## config.mk

```make
export PLATFORM = sky130hd
export DESIGN_NAME = q_sync_sink
export DESIGN_NICKNAME = d
export VERILOG_FILES = /design/src/rtl/q_sync_sink_pkg.sv /design/src/rtl/q_sync_sink_fifo.sv /design/src/rtl/q_sync_sink.sv
export SDC_FILE = /design/constraint.sdc
export NUM_CORES = 1
export LEC_CHECK = 0
export ABC_AREA = 1
export BUFFER_PORTS_ARGS = -buffer_cell sky130_fd_sc_hd__buf_2
export CORE_ASPECT_RATIO = 1.25
export CORE_MARGIN = 2
export CORE_UTILIZATION = 61
export CTS_CLUSTER_SIZE = 30
export DETAILED_ROUTE_END_ITERATION = 6
export GPL_TIMING_DRIVEN = 1
export PLACE_DENSITY_LB_ADDON = 0.12
export SYNTH_ARGS = -nofsm -noshare
export SYNTH_HDL_FRONTEND = slang
export SYNTH_SLANG_ARGS = --single-unit
```

## constraint.sdc

```tcl
create_clock -name clk -period 2.7 [get_ports clk]
set_input_delay 0.405 -clock clk [delete_from_list [all_inputs] [get_ports clk]]
set_output_delay 0.405 -clock clk [all_outputs]
set_load 0.05 [all_outputs]
```

## src/rtl/q_sync_sink_pkg.sv

```systemverilog
// -----------------------------------------------------------------------------
// q_sync_sink_pkg
// Shared definitions for the Q-pipeline clocked sink.
//   q_state_e          : handshake FSM state encoding (IDLE = 0, ACK_HI = 1)
//   Q_SYNC_STAGES_DEF  : default depth of the request synchronizer
//   Q_WIDTH_DEF        : default token data width
//   Q_DEPTH_DEF        : default FIFO depth
//   q_cnt_inc          : 16-bit wrapping increment for the transfer counter
// -----------------------------------------------------------------------------
package q_sync_sink_pkg;

  typedef enum logic {
    Q_IDLE   = 1'b0,
    Q_ACK_HI = 1'b1
  } q_state_e;

  localparam int Q_SYNC_STAGES_DEF = 2;
  localparam int Q_WIDTH_DEF       = 8;
  localparam int Q_DEPTH_DEF       = 4;

  // Natural 16-bit overflow gives the 65535 -> 0 wrap.
  function automatic logic [15:0] q_cnt_inc(input logic [15:0] cnt);
    return cnt + 16'd1;
  endfunction

endpackage

```

## src/rtl/q_sync_sink_fifo.sv

```systemverilog
// -----------------------------------------------------------------------------
// q_sync_fifo
// First-word-fall-through FIFO used by q_sync_sink to buffer captured tokens.
//   clk, rst_n    : clock / async active-low reset (clears memory and pointers)
//   i_push        : write i_push_data (ignored when full)
//   i_push_data   : word to store
//   i_pop         : discard the head word (ignored when empty)
//   o_data        : head word, read combinationally from memory at read pointer
//   o_full        : occupancy == DEPTH
//   o_empty       : occupancy == 0
//   o_level       : occupancy, 0..DEPTH
// DEPTH must be a power of two (>= 2) so the pointers wrap by overflow.
// -----------------------------------------------------------------------------
module q_sync_fifo
  import q_sync_sink_pkg::*;
#(
  parameter int WIDTH = Q_WIDTH_DEF,
  parameter int DEPTH = Q_DEPTH_DEF
) (
  input  logic                     clk,
  input  logic                     rst_n,
  input  logic                     i_push,
  input  logic [WIDTH-1:0]         i_push_data,
  input  logic                     i_pop,
  output logic [WIDTH-1:0]         o_data,
  output logic                     o_full,
  output logic                     o_empty,
  output logic [$clog2(DEPTH):0]   o_level
);

  localparam int AW = $clog2(DEPTH);
  localparam int LW = AW + 1;

  logic [WIDTH-1:0] r_mem [DEPTH];
  logic [AW-1:0]    r_wptr;
  logic [AW-1:0]    r_rptr;
  logic [LW-1:0]    r_level;

  logic w_full;
  logic w_empty;
  logic w_push;
  logic w_pop;

  assign w_full  = (r_level == LW'(DEPTH));
  assign w_empty = (r_level == '0);
  assign w_push  = i_push & ~w_full;
  assign w_pop   = i_pop  & ~w_empty;

  always_ff @(posedge clk or negedge rst_n) begin
    if (!rst_n) begin
      for (int i = 0; i < DEPTH; i++) begin
        r_mem[i] <= '0;
      end
      r_wptr  <= '0;
      r_rptr  <= '0;
      r_level <= '0;
    end else begin
      if (w_push) begin
        r_mem[r_wptr] <= i_push_data;
        r_wptr        <= r_wptr + AW'(1);
      end
      if (w_pop) begin
        r_rptr <= r_rptr + AW'(1);
      end
      // Push and pop together leave the occupancy unchanged.
      case ({w_push, w_pop})
        2'b10:   r_level <= r_level + LW'(1);
        2'b01:   r_level <= r_level - LW'(1);
        default: r_level <= r_level;
      endcase
    end
  end

  // When empty this still shows whatever sits at the read pointer, i.e. the
  // last word read there (or zero after reset).
  assign o_data  = r_mem[r_rptr];
  assign o_full  = w_full;
  assign o_empty = w_empty;
  assign o_level = r_level;

endmodule

```

## src/rtl/q_sync_sink.sv

```systemverilog
// -----------------------------------------------------------------------------
// q_sync_sink
// Clocked consumer at the end of a Q-flop pipeline. The last stage's four-phase
// request (so_req) is synchronized, the bundled data word captured into a FWFT
// FIFO and the request acknowledged (si_ack). Buffered words leave over a
// valid/ready interface. A full FIFO withholds the acknowledge, stalling the
// pipeline.
//   clk, rst_n : clock / async active-low reset
//   so_req     : asynchronous request from the last pipeline stage
//   data_in    : bundled data, stable from so_req rise until si_ack rise
//   si_ack     : registered acknowledge back to the last stage
//   out_data   : FIFO head word
//   out_valid  : FIFO non-empty
//   out_ready  : consumer takes the head word when out_valid && out_ready
//   level      : FIFO occupancy
//   xfer_cnt   : tokens accepted since reset, wrapping 16-bit
//
// state    | meaning
// ---------+-----------------------------------------------------------------
// Q_IDLE   | si_ack low; waiting for a synchronized request with FIFO room
// Q_ACK_HI | si_ack high; word captured, waiting for the request to return low
// -----------------------------------------------------------------------------
module q_sync_sink
  import q_sync_sink_pkg::*;
#(
  parameter int WIDTH       = Q_WIDTH_DEF,
  parameter int DEPTH       = Q_DEPTH_DEF,
  parameter int SYNC_STAGES = Q_SYNC_STAGES_DEF
) (
  input  logic                     clk,
  input  logic                     rst_n,
  input  logic                     so_req,
  input  logic [WIDTH-1:0]         data_in,
  output logic                     si_ack,
  output logic [WIDTH-1:0]         out_data,
  output logic                     out_valid,
  input  logic                     out_ready,
  output logic [$clog2(DEPTH):0]   level,
  output logic [15:0]              xfer_cnt
);

  logic [SYNC_STAGES-1:0] r_sync;
  q_state_e               r_state;
  logic                   r_ack;
  logic [15:0]            r_xfer;

  logic                   w_req_s;
  logic                   w_full;
  logic                   w_empty;
  logic                   w_push;
  logic                   w_pop;

  // Request synchronizer; the stage count also sets the settling margin for
  // data_in, which is sampled raw at the push edge.
  always_ff @(posedge clk or negedge rst_n) begin
    if (!rst_n) begin
      r_sync <= '0;
    end else begin
      r_sync <= {r_sync[SYNC_STAGES-2:0], so_req};
    end
  end

  assign w_req_s = r_sync[SYNC_STAGES-1];

  // Full is taken from the registered level, so a pop on this edge only frees
  // room for a push on the next one.
  assign w_push = (r_state == Q_IDLE) && w_req_s && !w_full;
  assign w_pop  = !w_empty && out_ready;

  always_ff @(posedge clk or negedge rst_n) begin
    if (!rst_n) begin
      r_state <= Q_IDLE;
      r_ack   <= 1'b0;
      r_xfer  <= '0;
    end else begin
      case (r_state)
        Q_IDLE: begin
          if (w_req_s && !w_full) begin
            r_state <= Q_ACK_HI;
            r_ack   <= 1'b1;
            r_xfer  <= q_cnt_inc(r_xfer);
          end
        end
        Q_ACK_HI: begin
          if (!w_req_s) begin
            r_state <= Q_IDLE;
            r_ack   <= 1'b0;
          end
        end
        default: begin
          r_state <= Q_IDLE;
          r_ack   <= 1'b0;
        end
      endcase
    end
  end

  q_sync_fifo #(
    .WIDTH (WIDTH),
    .DEPTH (DEPTH)
  ) u_fifo (
    .clk         (clk),
    .rst_n       (rst_n),
    .i_push      (w_push),
    .i_push_data (data_in),
    .i_pop       (w_pop),
    .o_data      (out_data),
    .o_full      (w_full),
    .o_empty     (w_empty),
    .o_level     (level)
  );

  assign si_ack    = r_ack;
  assign out_valid = !w_empty;
  assign xfer_cnt  = r_xfer;

endmodule

```

## Yosys cells after proc, flatten, opt, wreduce, memory -nomap -nowiden

Cells that the tools add are included.

- Add/subtract/negate cells: 5
- Multipliers: 0
- Divide/modulo/power cells: 0
- Magnitude comparators: 3
- Eq/ne operators: 5
- Shifts and indexed selects: 0
- Mux-type cells: 13
- Bitwise gates (word level): 7
- Reductions and logical operators: 11

Operators by type and width:

| operator | count |
|---|---|
| $bwmux W32 | 1 |
| $mux W8 | 3 |
| $add A16 B1 Y16 const B | 1 |
| $bmux W8 S2 | 1 |
| $demux W8 S2 | 1 |
| $ge A3 B3 Y1 const B | 2 |
| $not A2 Y3 | 2 |
| $pmux W3 S2 | 1 |
| $logic_and A1 B1 Y1 | 5 |
| $add A2 B1 Y2 const B | 2 |
| $mux W1 | 4 |
| $pmux W1 S2 | 2 |
| $reduce_and A2 Y1 | 2 |
| $add A3 B1 Y3 const B | 1 |
| $eq A3 B3 Y1 const B | 1 |
| $logic_not A3 Y1 | 1 |
| $lt A3 B1 Y1 const B | 1 |
| $not A1 Y1 | 3 |
| $sub A3 B1 Y3 const B | 1 |
| $and A1 B1 Y1 | 2 |
| $eq A2 B1 Y1 const B | 1 |
| $eq A2 B2 Y1 const B | 1 |
| $logic_not A1 Y1 | 2 |
| $ne A2 B1 Y1 const B | 1 |
| 2 further kinds | 2 |

- Bits in registers: 59
- Latch bits: 0
- RAM bits: 0
- Bits in read-only memories: 0
- Bits of input ports: 12
- Output and inout bits: 29
- Word-level logic and storage cells: 55
- Memories: 0

## Longest topological paths before layout

Gate-level depths: netlist of the first run.

- Depth in word-level cells: 6
- Depth in mapped cells: 10
- Depth with buffers taken out: 10

## Hierarchy

A second synthesis of the first run with hierarchy kept.

- Cells, all modules: 360
- Area total of the unflattened synthesis: 3,010.4 um2

By module, submodules not included:

| module | times used | cells each | area each (um2) | sequential area each (um2) |
|---|---|---|---|---|
| q_sync_fifo | 1 | 251 | 2,031.9 | 975.9 |
| q_sync_sink | 1 | 109 | 978.4 | 500.5 |

## Worst setup path after synthesis of the first run

Ideal clock, no wire load.

- Kind: register to register
- Start point: reg u_fifo.r_level[2] (netlist: u_fifo.o_level[2])
- End point: reg u_fifo.r_level[2] (netlist: u_fifo.o_level[2])
- Library setup time: 131 ps
- Arrival time: 2,284 ps
- Required time: 2,569 ps
- Setup slack: 286 ps
- Cell stages (with the launch flop): 11
- Buffers on the path: 0
- Period minus slack after synthesis: 2,414 ps
- Path through: dfrtp_1 inv_1 nand2_1 nand2_1 inv_1 ha_1 inv_1 fa_1 a21oi_1 o21ai_0 xor2_1

- Cells in the longest elaborated chain, start to end: 6
- Elaborated cells between the ends (all ways): 16
- Those cells by class: add/sub (2); eq/ne (3); mux (1); bitwise (4); reduce/logical (6)

Ends and longest elaborated chain:

| what | RTL line | text |
|---|---|---|
| start: declaration | q_sync_sink_fifo.sv:37 | `logic [LW-1:0] r_level;` |
| start signal: assignment | q_sync_sink_fifo.sv:67 | `2'b10: r_level <= r_level + LW'(1);` |
| start signal: assignment | q_sync_sink_fifo.sv:68 | `2'b01: r_level <= r_level - LW'(1);` |
| start signal: assignment | q_sync_sink_fifo.sv:69 | `default: r_level <= r_level;` |
| $logic_not A3 Y1 (*) | q_sync_sink_fifo.sv:45 | `assign w_empty = (r_level == '0);` |
| $logic_not A1 Y1 (*) | - |  |
| named net out_valid | q_sync_sink.sv:36 | `output logic out_valid,` |
| $logic_and A1 B1 Y1 (*) | q_sync_sink.sv:68 | `assign w_pop = !w_empty && out_ready;` |
| $and A1 B1 Y1 (*) | q_sync_sink_fifo.sv:47 | `assign w_pop = i_pop & ~w_empty;` |
| named net u_fifo.w_pop | q_sync_sink_fifo.sv:42 | `logic w_pop;` |
| $eq A2 B1 Y1 / $eq A2 B2 Y1 (equally long branches) | q_sync_sink_fifo.sv:66 | `case ({w_push, w_pop})` |
| $pmux W3 S2 / $reduce_bool A2 Y1 (equally long branches) | - |  |

The timed path passes the listed nets; every way through them passes the cells marked *.
A chain may end at the register's enable or synchronous reset.

## Worst setup path after layout of the first run

- Start point: reg u_fifo.r_rptr[0]
- End point: out out_data[3]

- Cells in the longest elaborated chain, start to end: 4

Ends and longest elaborated chain:

| what | RTL line | text |
|---|---|---|
| start: declaration | q_sync_sink_fifo.sv:36 | `logic [AW-1:0] r_rptr;` |
| start signal: assignment | q_sync_sink_fifo.sv:63 | `r_rptr <= r_rptr + AW'(1);` |
| $not A2 Y3 (not written as such) | q_sync_sink_fifo.sv:76 | `assign o_data = r_mem[r_rptr];` |
| $bmux W8 S2 | q_sync_sink_fifo.sv:76 |  |
| $mux W8 (not written as such) (2 in a row) | q_sync_sink_fifo.sv:76 |  |
| end: declaration | q_sync_sink.sv:35 | `output logic [WIDTH-1:0] out_data,` |

No other way between the ends. The select of a mux whose other input is x is not followed.

==> impl_metrics.env, run 1 <==
export IMPL_outcome="completed"
export IMPL_synth_top_area_share_pct=52.8
export IMPL_cts_resized=0
export IMPL_slew_viol_final=0
export IMPL_skew_ps=7.98
export IMPL_wl_met2_microns=2770
export IMPL_via_count=2174
export IMPL_wl_per_cell_microns=13.1
export IMPL_highest_layer="met4"
export IMPL_yosysUniqueCellTypes=27
export IMPL_area_delta_synth_final_pct=14.1
export IMPL_r2r_start="u_fifo.o_level[1]"
export IMPL_ys_seq_elements=59
export IMPL_syn_avg_cell_area_sq_um=9.16
export IMPL_cts_buffer_depth=2
export IMPL_cts_buffers=9
export IMPL_setup_worst_path_start_class="flop"
export IMPL_netlist_top_cells_area="dfrtp_1 (53%), nand2_1 (10%), o21ai_1 (4.1%)"
export IMPL_final_common_cell="nand2_1"
export IMPL_core_area_sq_um=4390
export IMPL_path_class="flop to output pin"
export IMPL_grt_pass1_wl_microns=9890
export IMPL_die_y_microns=79.7
export IMPL_hold_path_depth=1
export IMPL_power_density_nw_per_um2=1280
export IMPL_wl_met3_microns=205
export IMPL_htree_levels=3
export IMPL_worstRegToRegCells=9
export IMPL_finalCritPeriodShare_pct=87.3
export IMPL_rrSetupSlack_ps=780
export IMPL_drc_errors=0
export IMPL_fin_cells=413
export IMPL_period_minus_slack_ps=2360
export IMPL_rsz0062_at_grt="false"
export IMPL_async_flop_share_pct=100
export IMPL_hold_viol=0
export IMPL_insertion_delay_ps=330
export IMPL_yosys_warnings=0
export IMPL_place_congestion=0.753
export IMPL_internal_power_mw=2.14
export IMPL_post_cts_buffers=0
export IMPL_hpwl_microns=3750
export IMPL_syn_nets=324
export IMPL_nets=370
export IMPL_hold_start="so_req"
export IMPL_drive_gt1_share_pct=21.1
export IMPL_crit_path_end_kind="output pin"
export IMPL_nFillCells=369
export IMPL_drtAntennaViolNets=0
export IMPL_netlist_area_sq_um=2800
export IMPL_grt_max_degree=25
export IMPL_synthMuxAreaShare_pct=0
export IMPL_synth_edf_count=0
export IMPL_post_place_cells=397
export IMPL_power_frac_comb_pct=46.5
export IMPL_wl_microns=5410
export IMPL_cts_sinks=59
export IMPL_synth_compound_area_share_pct=12.5
export IMPL_antennaDiodeCount=0
export IMPL_finalSetupViolCount=0
export IMPL_clk_pin_slew_ps=60
export IMPL_synthAdderAreaFrac_pct=3.40
export IMPL_grt_pass1_vias=2138
export IMPL_timing_fmax_mhz=424
export IMPL_via_per_inst=5.26
export IMPL_dr_pass1_iters=4
export IMPL_antenna_found_initial=0
export IMPL_hold_end="r_sync[0]"
export IMPL_synthFlopType="dfrtp_1"
export IMPL_seq_power_share_pct=37.0
export IMPL_switching_share_pct=47.8
export IMPL_wl_met1_microns=2340
export IMPL_hold_path_class="input port to flop"
export IMPL_synth_xor_area_share_pct=3.45
export IMPL_p_clk_share_pct=16.5
export IMPL_cap_violations=0
export IMPL_worst_pin_slew_ps=494
export IMPL_design_die_area_sq_um=5140
export IMPL_p_switching_mw=1.95
export IMPL_ys_seq_area_share_pct=52.8
export IMPL_final_cell_mix="nand2_1 (78), dfrtp_1 (59), buf_2 (40), inv_1 (28), nor2_1 (26)"
export IMPL_finalInstanceArea_sq_um=3190
export IMPL_io_pins=41
export IMPL_holdWs_ps=179
export IMPL_postPlaceCellArea_sq_um=3020
export IMPL_port_buffers=40
export IMPL_slew_headroom_pct=67.1
export IMPL_overflow=0
export IMPL_r2r_end="u_fifo.o_level[2]"
export IMPL_fp_dieW_microns=64.5
export IMPL_drt_iter0_drc=174
export IMPL_leakage_nw=1.68
export IMPL_worstPathMaxFanout=18
export IMPL_synthCells=305
export IMPL_yosysTopAreaCell="dfrtp_1"
export IMPL_track_usage_pct=25.3
export IMPL_required_ps=2300
export IMPL_synth_top_family_by_area="simple AND/OR/NAND/NOR gates"
export IMPL_cts_tree="yes"
export IMPL_setup_tns_ps=0
export IMPL_cp_data_arrival_time_ps=1950
export IMPL_rows=27
export IMPL_start_util_pct=63.6
export IMPL_synth_simple_gate_area_share_pct=21.4
export IMPL_irDropWorstVdd_mv=0.986
export IMPL_cts_root_buf="clkbuf_8"
==> area by class of cell <==
class	count	area (sq um)	area share, %
Tap cell	58	72.6	2.27
Timing Repair Buffer	43	225	7.06
Multi-Input combinational cell	209	1140	35.7
Inverter	29	116	3.65
Sequential cell	59	1480	46.3
Clock buffer	12	145	4.55
Clock inverter	3	15.0	0.471
==> worst max path at each step <==
stage,from,cells past startpoint,slack (ps),end
after floorplan,u_fifo.o_level[2],10,290,u_fifo.o_level[2]
after global placement,u_fifo.r_rptr[0],4,790,out_data[7]
after detailed placement,u_fifo.r_rptr[0],4,730,out_data[3]
after CTS,u_fifo.r_rptr[0],4,350,out_data[3]
after global routing,u_fifo.r_rptr[0],4,130,out_data[3]
final,u_fifo.r_rptr[0],4,340,out_data[3]
==> worst max-delay path, stage by stage (launching register included) <==
cell,delay (ps)
dfrtp_1,650
inv_1,360
o21ai_0,280
o22ai_1,100
buf_2,220
==> flip-flops by register name, summed over array words and instances, names as in the netlist <==
signal	cells
r_state	1
r_sync	2
si_ack	1
u_fifo.o_level	3
u_fifo.r_mem	32
u_fifo.r_rptr	2
u_fifo.r_wptr	2
xfer_cnt	16
==> synth_stat cells, types with 3 or more instances <==
master    count
nor2_4        3
dfrtp_1      59
o21ai_0      19
nand2_4       4
xor2_1        8
nor3_1        3
nand3b_1      6
buf_6         4
o21ai_2       9
o22ai_1       8
inv_1        28
nand3_1       5
nor2_1       26
xnor2_1       3
o21ai_1      23
ha_1          6
nand2_1      78
==> kinds of logic after synthesis <==
group / Yosys count
xor+xnor: 11
fa+ha+maj: 7
buf+inv: 37
flops: 59
simple gates: 130
compound gates: 61
==> power by group through the flow <==
stage,combinational (mW),sequential [mW],clock [mW]
after floorplan,1.39,1.66,0
final,1.90,1.51,0.673
after detailed placement,1.91,1.52,0
after global routing,2.11,1.56,0.720
after global placement,1.87,1.51,0
after CTS,1.92,1.51,0.687
==> routing by layer <==
layer / vias to the layer above / track usage [%]
met5: - / 0
met4: 0 / 11.5
met3: 8 / 4.51
met2: 43 / 41.7
met1: 1045 / 32.6
li1: 1078 / -
==> timing repair <==
item	CTS	global route
hold buffers	1	0
setup endpoints to repair	0	0
hold endpoints to repair	16	0
==> metrics by stage <==
step	worst slack [ps]	power, mW	utilization (%)
2_1_floorplan	286	3.05	-
3_3_place_gp	792	3.38	68.8
3_5_place_dp	725	3.43	68.8
4_1_cts	348	4.12	72.6
5_1_grt	128	4.39	72.6
6_report	344	4.09	72.6
No activity file was read; power rests on OpenSTA's default activity.
==> inputs of run 2 (changes only) <==
--- a/config.mk
+++ b/config.mk
@@ -9,7 +9,8 @@
 export BUFFER_PORTS_ARGS = -buffer_cell sky130_fd_sc_hd__buf_2
 export CORE_ASPECT_RATIO = 1.25
 export CORE_MARGIN = 2
-export CORE_UTILIZATION = 61
+export CORE_UTILIZATION = 63
+export CTS_BUF_LIST = sky130_fd_sc_hd__clkbuf_8
 export CTS_CLUSTER_SIZE = 30
 export DETAILED_ROUTE_END_ITERATION = 6
 export GPL_TIMING_DRIVEN = 1
==> impl_metrics.env, run 2 (same netlist as run 1, synthesis figures left out) <==
export IMPL_outcome="completed"
export IMPL_drtAntennaViolNets=0
export IMPL_dr_pass1_iters=4
export IMPL_hpwl_microns=3470
export IMPL_nets=368
export IMPL_r2r_start="u_fifo.o_level[1]"
export IMPL_cap_violations=0
export IMPL_cts_resized=0
export IMPL_skew_ps=4.72
export IMPL_cts_buffers=9
export IMPL_hold_path_class="input port to asynchronous set/reset pin"
export IMPL_rsz0062_at_grt="false"
export IMPL_cts_tree="yes"
export IMPL_drive_gt1_share_pct=21.2
export IMPL_postPlaceCellArea_sq_um=3030
export IMPL_drt_iter0_drc=154
export IMPL_setup_tns_ps=0
export IMPL_crit_path_end_kind="output pin"
export IMPL_rrSetupSlack_ps=730
export IMPL_design_die_area_sq_um=4990
export IMPL_post_cts_buffers=0
export IMPL_finalCritPeriodShare_pct=88.0
export IMPL_htree_levels=3
export IMPL_antenna_found_initial=0
export IMPL_setup_worst_path_start_class="flop"
export IMPL_r2r_end="u_fifo.o_level[2]"
export IMPL_slew_headroom_pct=57.5
export IMPL_finalInstanceArea_sq_um=3220
export IMPL_worstRegToRegCells=9
export IMPL_irDropWorstVdd_mv=0.870
export IMPL_dp_slack_ps=699
export IMPL_grt_pass1_wl_microns=9360
export IMPL_final_common_cell="nand2_1"
export IMPL_rows=27
export IMPL_via_per_inst=5.21
export IMPL_fin_cells=412
export IMPL_grt_pass1_vias=2066
export IMPL_wl_microns=5170
export IMPL_crit_start="u_fifo.r_rptr[0]"
export IMPL_cts_buffer_depth=2
export IMPL_cts_sinks=59
export IMPL_worstPathMaxFanout=18
export IMPL_track_usage_pct=24.2
export IMPL_clk_pin_slew_ps=60
export IMPL_fp_dieW_microns=63.6
export IMPL_ctsHoldBuffers=0
export IMPL_start_util_pct=64.6
export IMPL_nFillCells=369
export IMPL_grt_max_degree=33
export IMPL_top_register="u_fifo.r_mem"
export IMPL_largest_register_ffs=32
export IMPL_overflow=0
export IMPL_insertion_delay_ps=340
export IMPL_cp_data_arrival_time_ps=1970
export IMPL_drc_errors=0
export IMPL_core_area_sq_um=4320
export IMPL_power_density_nw_per_um2=1290
export IMPL_place_congestion=0.768
export IMPL_path_class="flop to output pin"
export IMPL_wl_per_cell_microns=12.5
export IMPL_die_y_microns=78.5
export IMPL_leakage_nw=1.69
export IMPL_finalSetupViolCount=0
export IMPL_port_buffers=40
export IMPL_hold_viol=0
export IMPL_cts_root_buf="clkbuf_8"
export IMPL_final_cell_mix="nand2_1 (78), dfrtp_1 (59), buf_2 (40), inv_1 (30), nor2_1 (26)"
export IMPL_timing_fmax_mhz=421
export IMPL_io_pins=41
export IMPL_via_count=2145
export IMPL_area_delta_synth_final_pct=15.1
export IMPL_setup_slack_ps=323
export IMPL_post_place_cells=396
export IMPL_required_ps=2300
export IMPL_antennaDiodeCount=0
export IMPL_worst_pin_slew_ps=638
export IMPL_slew_viol_final=0
export IMPL_fin_util_pct=74.4
export IMPL_period_minus_slack_ps=2380
[run 2: cell count changes in the layout (fill, tap and decap cells not counted)]
cell	delta
clkbuf_8	+3
clkinv_2	-2
buf_4	-2
dlygate4sd3_1	-1
inv_1	+2
buf_12	+1
clkbuf_1	-2
[run 2: critical path, cell delays in order (launching register included)]
cell     delay, ps
dfrtp_1        560
inv_1          450
o21ai_0        160
o22ai_1        160
buf_2          290
[run 2: area by class of cell]
| type | instances | area (sq um) | area share (%) |
|---|---|---|---|
| Multi-Input combinational cell | 209 | 1140 | 35.4 |
| Clock inverter | 3 | 12.5 | 0.389 |
| Sequential cell | 59 | 1480 | 45.9 |
| Clock buffer | 13 | 179 | 5.56 |
| Tap cell | 58 | 72.6 | 2.26 |
| Inverter | 29 | 116 | 3.62 |
| Timing Repair Buffer | 41 | 220 | 6.85 |
[run 2: layer usage]
metal | vias up | share of wire (%) | track usage, %
met5 | - | 0 | 0
met4 | 0 | 1.5 | 9.78
met3 | 10 | 4.5 | 5.59
met2 | 45 | 50 | 39.2
met1 | 1015 | 44 | 31.5
li1 | 1075 | - | -
[run 2: how the worst max path moves through the flow]
| stage | depth (start not counted) | to | slack [ps] |
|---|---|---|---|
| 2_1_floorplan | 10 | u_fifo.o_level[2] | 290 |
| 3_3_place_gp | 4 | out_data[2] | 790 |
| 3_5_place_dp | 4 | out_data[4] | 700 |
| 4_1_cts | 4 | out_data[4] | 330 |
| 5_1_grt | 4 | out_data[4] | 90 |
| 6_report | 4 | out_data[4] | 320 |
[run 2: stage by stage]
step / hold WS (ps) / power [mW]
2_1_floorplan: 109 / 3.05
3_3_place_gp: 336 / 3.37
3_5_place_dp: 340 / 3.42
4_1_cts: 101 / 4.18
5_1_grt: 139 / 4.46
6_report: 84.4 / 4.16
[run 2: power by group]
part	leakage (nW)	total, mW	switching, mW	internal, mW
Combinational	0.852	1.90	1.35	0.550
Clock	0.108	0.751	0.325	0.425
Sequential	0.734	1.51	0.277	1.24
